==> src/rtl/mem_pkg.sv <==
// Shared definitions for the 128x16 SRAM subsystem: geometry constants and
// the controller state encoding, used by sram, sram_ctrl and the cache.
package mem_pkg;

    localparam int AW    = 8;
    localparam int DW    = 16;
    localparam int DEPTH = 128;
    localparam int LEN_W = 2;

    typedef enum logic [1:0] {
        ST_IDLE = 2'd0,
        ST_WR   = 2'd1,
        ST_RD   = 2'd2,
        ST_ERR  = 2'd3
    } mem_state_t;

endpackage

==> src/rtl/sram_ctrl.sv <==
// Burst sequencer for the single-port SRAM. Accepts 1-4 word read/write
// requests, walks the SRAM pins beat by beat and returns read words through
// a registered stage with a one-cycle rvalid strobe.
module sram_ctrl
    import mem_pkg::*;
#(
    parameter int AW    = mem_pkg::AW,
    parameter int DW    = mem_pkg::DW,
    parameter int DEPTH = mem_pkg::DEPTH
) (
    input  logic             clk,
    input  logic             rst_n,
    input  logic             req_valid,
    output logic             req_ready,
    input  logic             req_we,
    input  logic [AW-1:0]    req_addr,
    input  logic [LEN_W-1:0] req_len,
    input  logic [DW-1:0]    wdata,
    input  logic             wdata_valid,
    output logic             wdata_ready,
    output logic [DW-1:0]    rdata,
    output logic             rvalid,
    output logic             done,
    output logic             err,
    output logic [AW-1:0]    sram_addr,
    output logic [DW-1:0]    sram_din,
    output logic             sram_we,
    input  logic [DW-1:0]    sram_dout
);

    mem_state_t       state, state_nxt;
    logic [AW-1:0]    cur;
    logic [LEN_W-1:0] left;
    logic             accept;
    logic             beat;
    logic             last_beat;

    // Burst address advance: wraps modulo DEPTH so the top bit never sets.
    function automatic logic [AW-1:0] addr_inc(input logic [AW-1:0] a);
        if (a == AW'(DEPTH - 1))
            return '0;
        return a + AW'(1);
    endfunction

    assign accept    = req_valid && req_ready;
    assign last_beat = beat && (left == '0);

    // State register.
    always_ff @(posedge clk or negedge rst_n) begin
        if (!rst_n)
            state <= ST_IDLE;
        else
            state <= state_nxt;
    end

    // Next state, handshake signals and SRAM pin drive.
    always_comb begin
        state_nxt   = state;
        req_ready   = 1'b0;
        wdata_ready = 1'b0;
        sram_addr   = '0;
        sram_din    = '0;
        sram_we     = 1'b0;
        beat        = 1'b0;
        unique case (state)
            ST_IDLE: begin
                req_ready = rst_n;
                if (req_valid && rst_n) begin
                    if (req_addr >= AW'(DEPTH))
                        state_nxt = ST_ERR;
                    else if (req_we)
                        state_nxt = ST_WR;
                    else
                        state_nxt = ST_RD;
                end
            end
            ST_WR: begin
                wdata_ready = 1'b1;
                sram_addr   = cur;
                sram_din    = wdata;
                sram_we     = wdata_valid;
                beat        = wdata_valid;
                if (wdata_valid && (left == '0))
                    state_nxt = ST_IDLE;
            end
            ST_RD: begin
                sram_addr = cur;
                beat      = 1'b1;
                if (left == '0)
                    state_nxt = ST_IDLE;
            end
            ST_ERR: begin
                state_nxt = ST_IDLE;
            end
            default: begin
                state_nxt = ST_IDLE;
            end
        endcase
    end

    // Burst address and remaining-beat counters.
    always_ff @(posedge clk or negedge rst_n) begin
        if (!rst_n) begin
            cur  <= '0;
            left <= '0;
        end else if (accept) begin
            cur  <= req_addr;
            left <= req_len;
        end else if (beat) begin
            cur  <= addr_inc(cur);
            left <= left - LEN_W'(1);
        end
    end

    // ---- read-return stage: SRAM output registered, status pulses ----
    // Read-data capture plus one-cycle rvalid/done/err strobes.
    always_ff @(posedge clk or negedge rst_n) begin
        if (!rst_n) begin
            rdata  <= '0;
            rvalid <= 1'b0;
            done   <= 1'b0;
            err    <= 1'b0;
        end else begin
            rvalid <= 1'b0;
            done   <= last_beat;
            err    <= (state == ST_ERR);
            if (state == ST_RD) begin
                rdata  <= sram_dout;
                rvalid <= 1'b1;
            end
        end
    end

endmodule
==> config.mk <==
export PLATFORM = sky130hd
export DESIGN_NAME = sram_ctrl
export DESIGN_NICKNAME = d
export VERILOG_FILES = /design/src/rtl/mem_pkg.sv /design/src/rtl/sram_ctrl.sv
export SDC_FILE = /design/constraint.sdc
export NUM_CORES = 1
export LEC_CHECK = 0
export BUFFER_PORTS_ARGS = -buffer_cell sky130_fd_sc_hd__buf_2
export CORE_ASPECT_RATIO = 0.7
export CORE_UTILIZATION = 47
export DETAILED_ROUTE_END_ITERATION = 12
export HOLD_SLACK_MARGIN = 0.03
export PLACE_DENSITY_LB_ADDON = 0.25
export SLEW_MARGIN = 20
export SYNTH_ARGS = -nofsm -noshare
export SYNTH_HDL_FRONTEND = slang
export SYNTH_SLANG_ARGS = --single-unit
==> constraint.sdc <==
create_clock -name clk -period 4.2 [get_ports clk]
set_clock_uncertainty 0.2 [all_clocks]
set_input_delay 0.42 -clock clk [delete_from_list [all_inputs] [get_ports clk]]
set_output_delay 0.42 -clock clk [all_outputs]
set_load 0.02 [all_outputs]
* Word-level counts from Yosys, hierarchy flattened *
Cells that the tools add are included.

storage, ports and cells
  word-level logic and storage cells = 48
  register bits = 31

cells by class
  multiplexer cells = 22
  add/sub/neg operators = 2
  order comparisons = 1
  equality and inequality tests = 7
  reductions and logical operators = 9

operators with widths
  operator             count
  $mux 8               5
  $mux 16              1
  $mux 2               7
  $add 8x1->8 const B  1
  $eq 8x7->1 const B   1
  $ge 8x8->1 const B   1
  $pmux 2 s4           1
  $mux 1               7
  $ne 2x2->1 const B   3
  $eq 2x2->1 const B   2
  $logic_and 1x1->1    4
  $logic_not 2->1      2
  $reduce_and 3->1     1
  $eq 2x1->1 const B   1
  $pmux 1 s2           1
  $reduce_bool 2->1    1
  $reduce_or 2->1      1
  $sub 2x1->2 const B  1

* Depth between registers and ports, before layout *
Gate-level depths: netlist of the first run.

  depth in word-level cells = 7
  depth in mapped cells = 8

* Worst setup path after synthesis of the first run *
No wires, ideal clock.

  path type = register -> output
  start point = reg state[1]
  end point = out sram_din[10]
  path slack = 2.246 ns
  path buffers = 1
  arrival = 1.334 ns
  required time = 3.580 ns
  cell stages (with the launch flop) = 5
  cell sequence = dfrtp_1 > inv_1 > ha_1 > clkbuf_1 > and2_1

between the ends
  word-level cells in the longest chain between the ends = 2

RTL lines
  element                 line             RTL
  start, declared         sram_ctrl.sv:31  mem_state_t state, state_nxt;
  start signal, assigned  sram_ctrl.sv:53  state <= state_nxt;
  $eq 2x1->1              sram_ctrl.sv:65  unique case (state)
  $mux 16                 sram_ctrl.sv:65
  end, declared           sram_ctrl.sv:26  output logic [DW-1:0] sram_din,

Every way passes these cells.

* Worst setup path after layout of the first run *
  start point = in rst_n
  end point = out req_ready

between the ends
  word-level cells in the longest chain between the ends = 1

RTL lines
  element          line             RTL
  start, declared  sram_ctrl.sv:12  input logic rst_n,
  $mux 1           sram_ctrl.sv:65
  end, declared    sram_ctrl.sv:14  output logic req_ready,

Every way passes these cells.

==> impl_results.md, run 1 <==
* Outcome: finished, final reports clean
* Cell Chain, Critical Path: dlygate4sd3_1 -> buf_2 -> and2_1 -> buf_2
* CP max stage cell: buf_2
* Data arrival, critical path at a little under 2 ns
* Clk buf depth at 2
* Top cell type's share of synthesized area at 47.4%
* Worst-skew pair later-pin latency at roughly 0.28 ns
* Worst setup SP type: input pin
* EDFF count, synth at 0
* Antenna cell count at 0
* Worst Hold Class: input pin to flip-flop
* Mapped Avg Cell Area at 10.8 µm²
* Max-cap violations at 0
* Fill cell count at 267
* Port Buffers at 92
* DIE AREA at approximately 3700 µm²
* RSZ-0062 raised after global routing: false
* Vias after detailed routing at ~1400
* Kind of critical path: input pin to primary output
* H-tree Lvls at 2
* Critical path startpoint: rst_n
* Count leader, synth: dfrtp_1
* CTS tree: built
* Gr usage total at 21.5%
* Routed wire length per instance at 12.6 µm
* Die height at 51.4 µm
* Post-synthesis cell type count at 31
* Initial DRT Pass Iterations at 4
* Post-cts gate resize count at 0
* Dominant cells by area after synthesis: dfrtp_1 47%, mux2_2 11%, and2_1 11%
* Final Hold Violating Endpoints at 0
* Vias in the first global route at 1308
* Sequential-to-total area share from yosys stat at 47.4%
* Flip-flop and latch count after synthesis at 31
* Buf/Inv on CP at 3
* Postcts setup bufs at 0
* YS warnings at 0
* Dpl hpwl at between 2 and 3 mm
* Final core utilization at 68.7%
* Clock-pin slew on the worst setup and hold paths at 0.07 ns
* Largest net degree at the start of global routing at 35
* Worst path top cell family by delay: buffers and inverters
* Setup_tns at 0 ns
* Routed WL at 3.69 mm
* TritonCTS buffer count at 5
* CP Max Fanout at 34
* Design Power at 1.74 mW
* Die Wd at 72.5 µm
* Min Tclk post-route at roughly 2.6 ns
* Origin of the worst min-delay path: req_addr[4]
* Peak VDD IR at 0.420 mV
* Post-synth top cells: 31 x dfrtp_1, 28 x and2_1, 16 x mux2_2
* Slowest Stage Delay on Critical Path at 0.57 ns
* Final ANT Viol Nets at 0
* WP data required at between 3 and 4 ns
* Initial antenna violation count at 0
* Global placer's final weighted congestion at 0.854
* Number of vias per cell at 4.91
* Most used flip-flop cell after synthesis: dfrtp_1
* F_max at 392 MHz
* Share of layout cells above drive strength 1 at 49.2%
* Post-Syn Nets at 205
* Cts hold-fix bufs at 1
* Synthesized area at around 1600 µm²
* # rows at 17
* Worst relative slew slack at 45.9%
* IO Count at 93
* Fraction of registers with async set/reset at 100%
* # setup viols final at 0
* Core area at around 3200 µm²
* Initial Util at 50.6%
* Period utilization at 60.7%
* Worst r2r src: state[0]
* CTS Root Cell: clkbuf_8
* Area grow syn2layout at 35.8%
* Worst Tran Pin Value at 0.812 ns
* CTS sink count at 31
* CP Capture Type: primary output
* Nets@finish at ~300
* Global-route wire length before repair at 5.86 mm
* Most common cell on crit path: buf_2
* DRC Markers at 0
* LEAKAGE at 1.15 nW
* Grt ovf at 0
* Initial DRC count at 83
* Mapped Cells at 152
* Yosys top cell by area: dfrtp_1
* Power density over cell area at between 700 and 800 nW/µm²
* Max-slew violation count at 0
-- layout make-up --
cell class,instances,area [µm²],area share (%)
timing repair buffer,93,470,21.2
inverter,6,22.5,1.01
clock buffer,6,82.6,3.72
clock inverter,1,5.00,0.225
tap,47,58.8,2.65
sequential,31,776,34.9
multi-input combinational,109,806,36.3
-- layer usage --
layer	track usage (%)	up-vias	wire length (µm)
met3	5.72	8	263
met5	0	-	0
met2	35.0	61	1740
met1	26.1	662	1620
met4	11.4	0	61
li1	-	708	-
-- flip-flops by register name, summed over array words and instances (netlist names) --
name,cells
cur,8
rvalid,1
err,1
rdata,16
state,2
left,2
done,1
-- tightest hold or removal path, cell delays in order --
cell and delay (ns):
buf_2 0.08, nand2_1 0.03, o21ai_0 0.06
-- cells in the final DEF, fill, tap and decap left out, types with 2 or more instances in the layout --
cell type,Yosys,final
a21oi_1,4,4
and2_1,28,28
and3_1,3,3
buf_2,1,92
clkbuf_8,0,6
dfrtp_1,31,31
ha_1,6,6
inv_1,6,6
mux2_2,16,16
mux2i_1,2,2
nand2_1,10,10
nand2b_1,2,2
nand3_1,4,4
nand4_1,2,2
nor2_1,6,6
o21ai_0,8,8
o21ai_1,2,2
o41ai_1,2,2
xor2_1,3,3
-- final timing paths --
| path | cells after the start | endpoint | slack [ns] |
|---|---|---|---|
| min | 3 | cur[4] | 0.14 |
| max in group asynchronous | 2 | done | 2.81 |
| min reg2reg | 1 | rdata[1] | 0.30 |
| min in group asynchronous | 2 | cur[1] | 0.53 |
| max | 4 | req_ready | 1.65 |
| max reg2reg | 6 | cur[3] | 1.84 |
-- where the power goes --
group | total (mW) | internal (mW) | switching [mW]
clock network | 0.238 | 0.128 | 0.110
logic | 0.948 | 0.387 | 0.561
registers | 0.549 | 0.446 | 0.103
total | 1.74 | 0.962 | 0.773
-- cell families (layout without fill, tap and decap cells) --
group           count (synthesis)  count (layout)  synth area share (%)
fa+ha+maj                       6               6                  4.59
buf+inv                        12             106                  3.29
flops                          31              31                  47.4
compound gates                 21              21                  8.49
xor+xnor                        4               4                  2.14
mux                            18              18                  12.2
simple gates                   60              60                  21.8
-- per-stage QoR --
step           cells  setup slack, ns  cell area [µm²]  hold slack [ns]
2_1_floorplan    152             2.25             1640          -0.0756
3_3_place_gp     285             1.89             2120            0.287
3_5_place_dp     285             1.84             2120            0.290
4_1_cts          293             1.61             2220            0.139
5_1_grt          293             1.44             2220            0.149
6_report         293             1.65             2220            0.139
(Power assumes the default switching activity.)
==> run 2: changes to the inputs <==
CORE_UTILIZATION = 44   (was 47)
clock period = 2.5 ns   (was 4.2 ns; I/O delays follow)
==> run 2 against run 1 <==
  * Final cell count is 9.6% higher
  * Routed wire length is 9.4% higher
  * Hold slack worse by 0.086 ns
  * Register-to-register slack worse by 1.4 ns
  * Die area is 6.6% higher
  * Clock-buffer cell count stayed put
  * Worst setup slack worse by 1.3 ns
  * Combinational power is 73% higher
  * Non-clock buffer count is 25 higher
  * Utilization is 1.1 points higher
  * Critical path depth stayed put
==> impl_results.md, run 2 (synthesis gave the netlist of run 1 again) <==
* Global placer's final weighted congestion at 0.827 (-3.2%)
* Largest net degree at the start of global routing at 24 (-31%)
* IO Count at 93 (unchanged)
* Core area at 3540 µm² (+9.4%)
* Share of layout cells above drive strength 1 at 45.8% (-3.4 points)
* Largest register FFs at 16 (unchanged)
* Power density over cell area at 1200 nW/µm² (+53%)
* Largest regs: rdata: 16 flops, cur: 8 flops
* Design Power at 2.95 mW (+70%)
* RSZ-0062 raised after global routing: false
* Top reg by flops: rdata
* Origin of the worst min-delay path: req_we
* Clk buf depth at 2 (unchanged)
* H-tree Lvls at 2 (unchanged)
* Final Hold Violating Endpoints at 0 (unchanged)
* Routed wire length per instance at 12.6 µm (-0.18%)
* Clock-pin slew on the worst setup and hold paths at 0.07 ns (about the same)
* Vias in the first global route at 1292 (-1.2%)
* Worst Hold Class: input pin to flip-flop
* Max-cap violations at 0 (unchanged)
* GRT busiest layer: met2
* Number of vias per cell at 4.72 (-3.8%)
* Antenna cell count at 0 (unchanged)
* Routed WL at 4.03 mm (+9.4%)
* Initial antenna violation count at 0 (unchanged)
* Met3 track demand over resource at 4.57% (-1.1 points)
* Postcts setup bufs at 0 (unchanged)
* Peak VDD IR at 0.819 mV (+95%)
* Worst hold path depth at 3 (unchanged)
* Period utilization at 85.8%
* Post-route insts no fill at 321 (+9.6%)
* Fin Hold WS at 0.0534 ns (-0.0857 ns)
* Final ANT Viol Nets at 0 (unchanged)
* LEAKAGE at 1.25 nW (+9.3%)
* F_max at between 400 and 500 MHz
* Cts hold-fix bufs at 23 (+22)
* Nets@finish at 324 (+8.4%)
* Initial DRC count at 43 (-48%)
* Grt ovf at 0 (unchanged)
* Die Wd at 74.9 µm (+3.3%)
* Worst r2r src: state[1]
* R2r endpoint: cur[7]
* Kind of critical path: flip-flop to primary output
* Worst Tran Pin Value at 0.565 ns (-0.247 ns)
* CP Capture Type: primary output
* Worst relative slew slack at 62.4% (+16 points)
* Met2 Use GR at 35.3% (+0.24 points)
* Most common cell after layout, fill and taps aside: buf_2
* Hold endpoint: state[0]
* TritonCTS buffer count at 5 (unchanged)
* WP data required at 2.05 ns (-1.53 ns)
* Data arrival, critical path at 1.69 ns (-0.24 ns)
* Port Buffers at 92 (unchanged)
* Reg2reg setup slack at 0.44 ns (-1.40 ns)
* CP Max Fanout at 15 (-56%)
* Commonest cells after routing, fill and taps aside: 92 x buf_2, 31 x dfrtp_1, 28 x and2_1, 23 x dlygate4sd3_1, 16 x mux2_2
* Initial DRT Pass Iterations at 4 (unchanged)
* Fill cell count at 295 (+10%)
* Worst setup SP type: flip-flop
* Area grow syn2layout at 50.9%
* Setup_tns at 0 ns (unchanged)
* Global-route wire length before repair at 6.02 mm (+2.8%)
* Die height at 53.0 µm (+3.2%)
* Dpl hpwl at 2.75 mm (+0.38%)
* CTS tree: built
* R2R cell count at 6 (unchanged)
* Gr usage total at 20.9% (-0.56 points)
* Placed Cells at 291 (+2.1%)
* # rows at 18 (+1)
* Vias after detailed routing at 1516 (+5.4%)
* Worst-skew pair later-pin latency at 0.27 ns (about the same)
* CTS Root Cell: clkbuf_8
* Initial Util at 46.2% (-4.3 points)
* Register Area at 776 µm² (unchanged)
* Max-slew violation count at 0 (unchanged)
* Met1 Track Usage GR at 27.5% (+1.4 points)
* Area of the multi-input gates at 806 µm² (unchanged)
* Outcome: finished, final reports clean
* # setup viols final at 0 (unchanged)
* Min Tclk post-route at 2.14 ns
* DIE AREA at 3970 µm² (+6.6%)
* Post-cts gate resize count at 0 (unchanged)
* DRC Markers at 0 (unchanged)
* CTS sink count at 31 (unchanged)
run 2: worst max-delay path by stage:
stage | start | end | slack (ns) | cells past startpoint
2_1_floorplan | state[1] | cur[5] | 0.58 | 7
3_3_place_gp | state[0] | cur[7] | 0.50 | 6
3_5_place_dp | state[0] | cur[7] | 0.44 | 6
4_1_cts | state[1] | sram_addr[0] | 0.37 | 4
5_1_grt | state[0] | sram_addr[0] | 0.19 | 4
6_report | state[1] | sram_addr[0] | 0.36 | 4
run 2: worst max-delay path, stage by stage, from the launching register on:
cell and delay [ns]:
dfrtp_1 0.38, inv_1 0.08, ha_1 0.57, and2_1 0.21
buf_2 0.17
run 2: area by class of cell:
| class | instances | area share (%) |
|---|---|---|
| Multi-Input combinational cell | 109 | 32.7 |
| Sequential cell | 31 | 31.4 |
| Timing Repair Buffer | 118 | 28.9 |
| Clock buffer | 6 | 3.35 |
| Tap cell | 50 | 2.54 |
| Inverter | 6 | 0.913 |
| Clock inverter | 1 | 0.203 |
run 2: per-layer routing:
layer | routed length (µm) | part of all wire, % | up-vias
met3 | 204 | 5.1 | 2
met4 | 19 | 0.47 | 0
met2 | 1960 | 49 | 55
met5 | 0 | 0 | -
li1 | - | - | 754
met1 | 1850 | 46 | 705
run 2: power breakdown:
part | internal, mW | switching [mW]
combinational | 0.687 | 0.952
clock | 0.216 | 0.176
sequential | 0.750 | 0.170
total | 1.65 | 1.30
run 2: per-stage QoR:
stage                     utilization, %  instance area, µm²  setup WS (ns)
after CTS                           69.8                2470          0.375
final                               69.8                2470          0.356
after global placement              60.8                2150          0.505
after global routing                69.8                2470          0.189
after floorplan                        -                1640          0.582
after detailed placement            60.8                2150          0.441
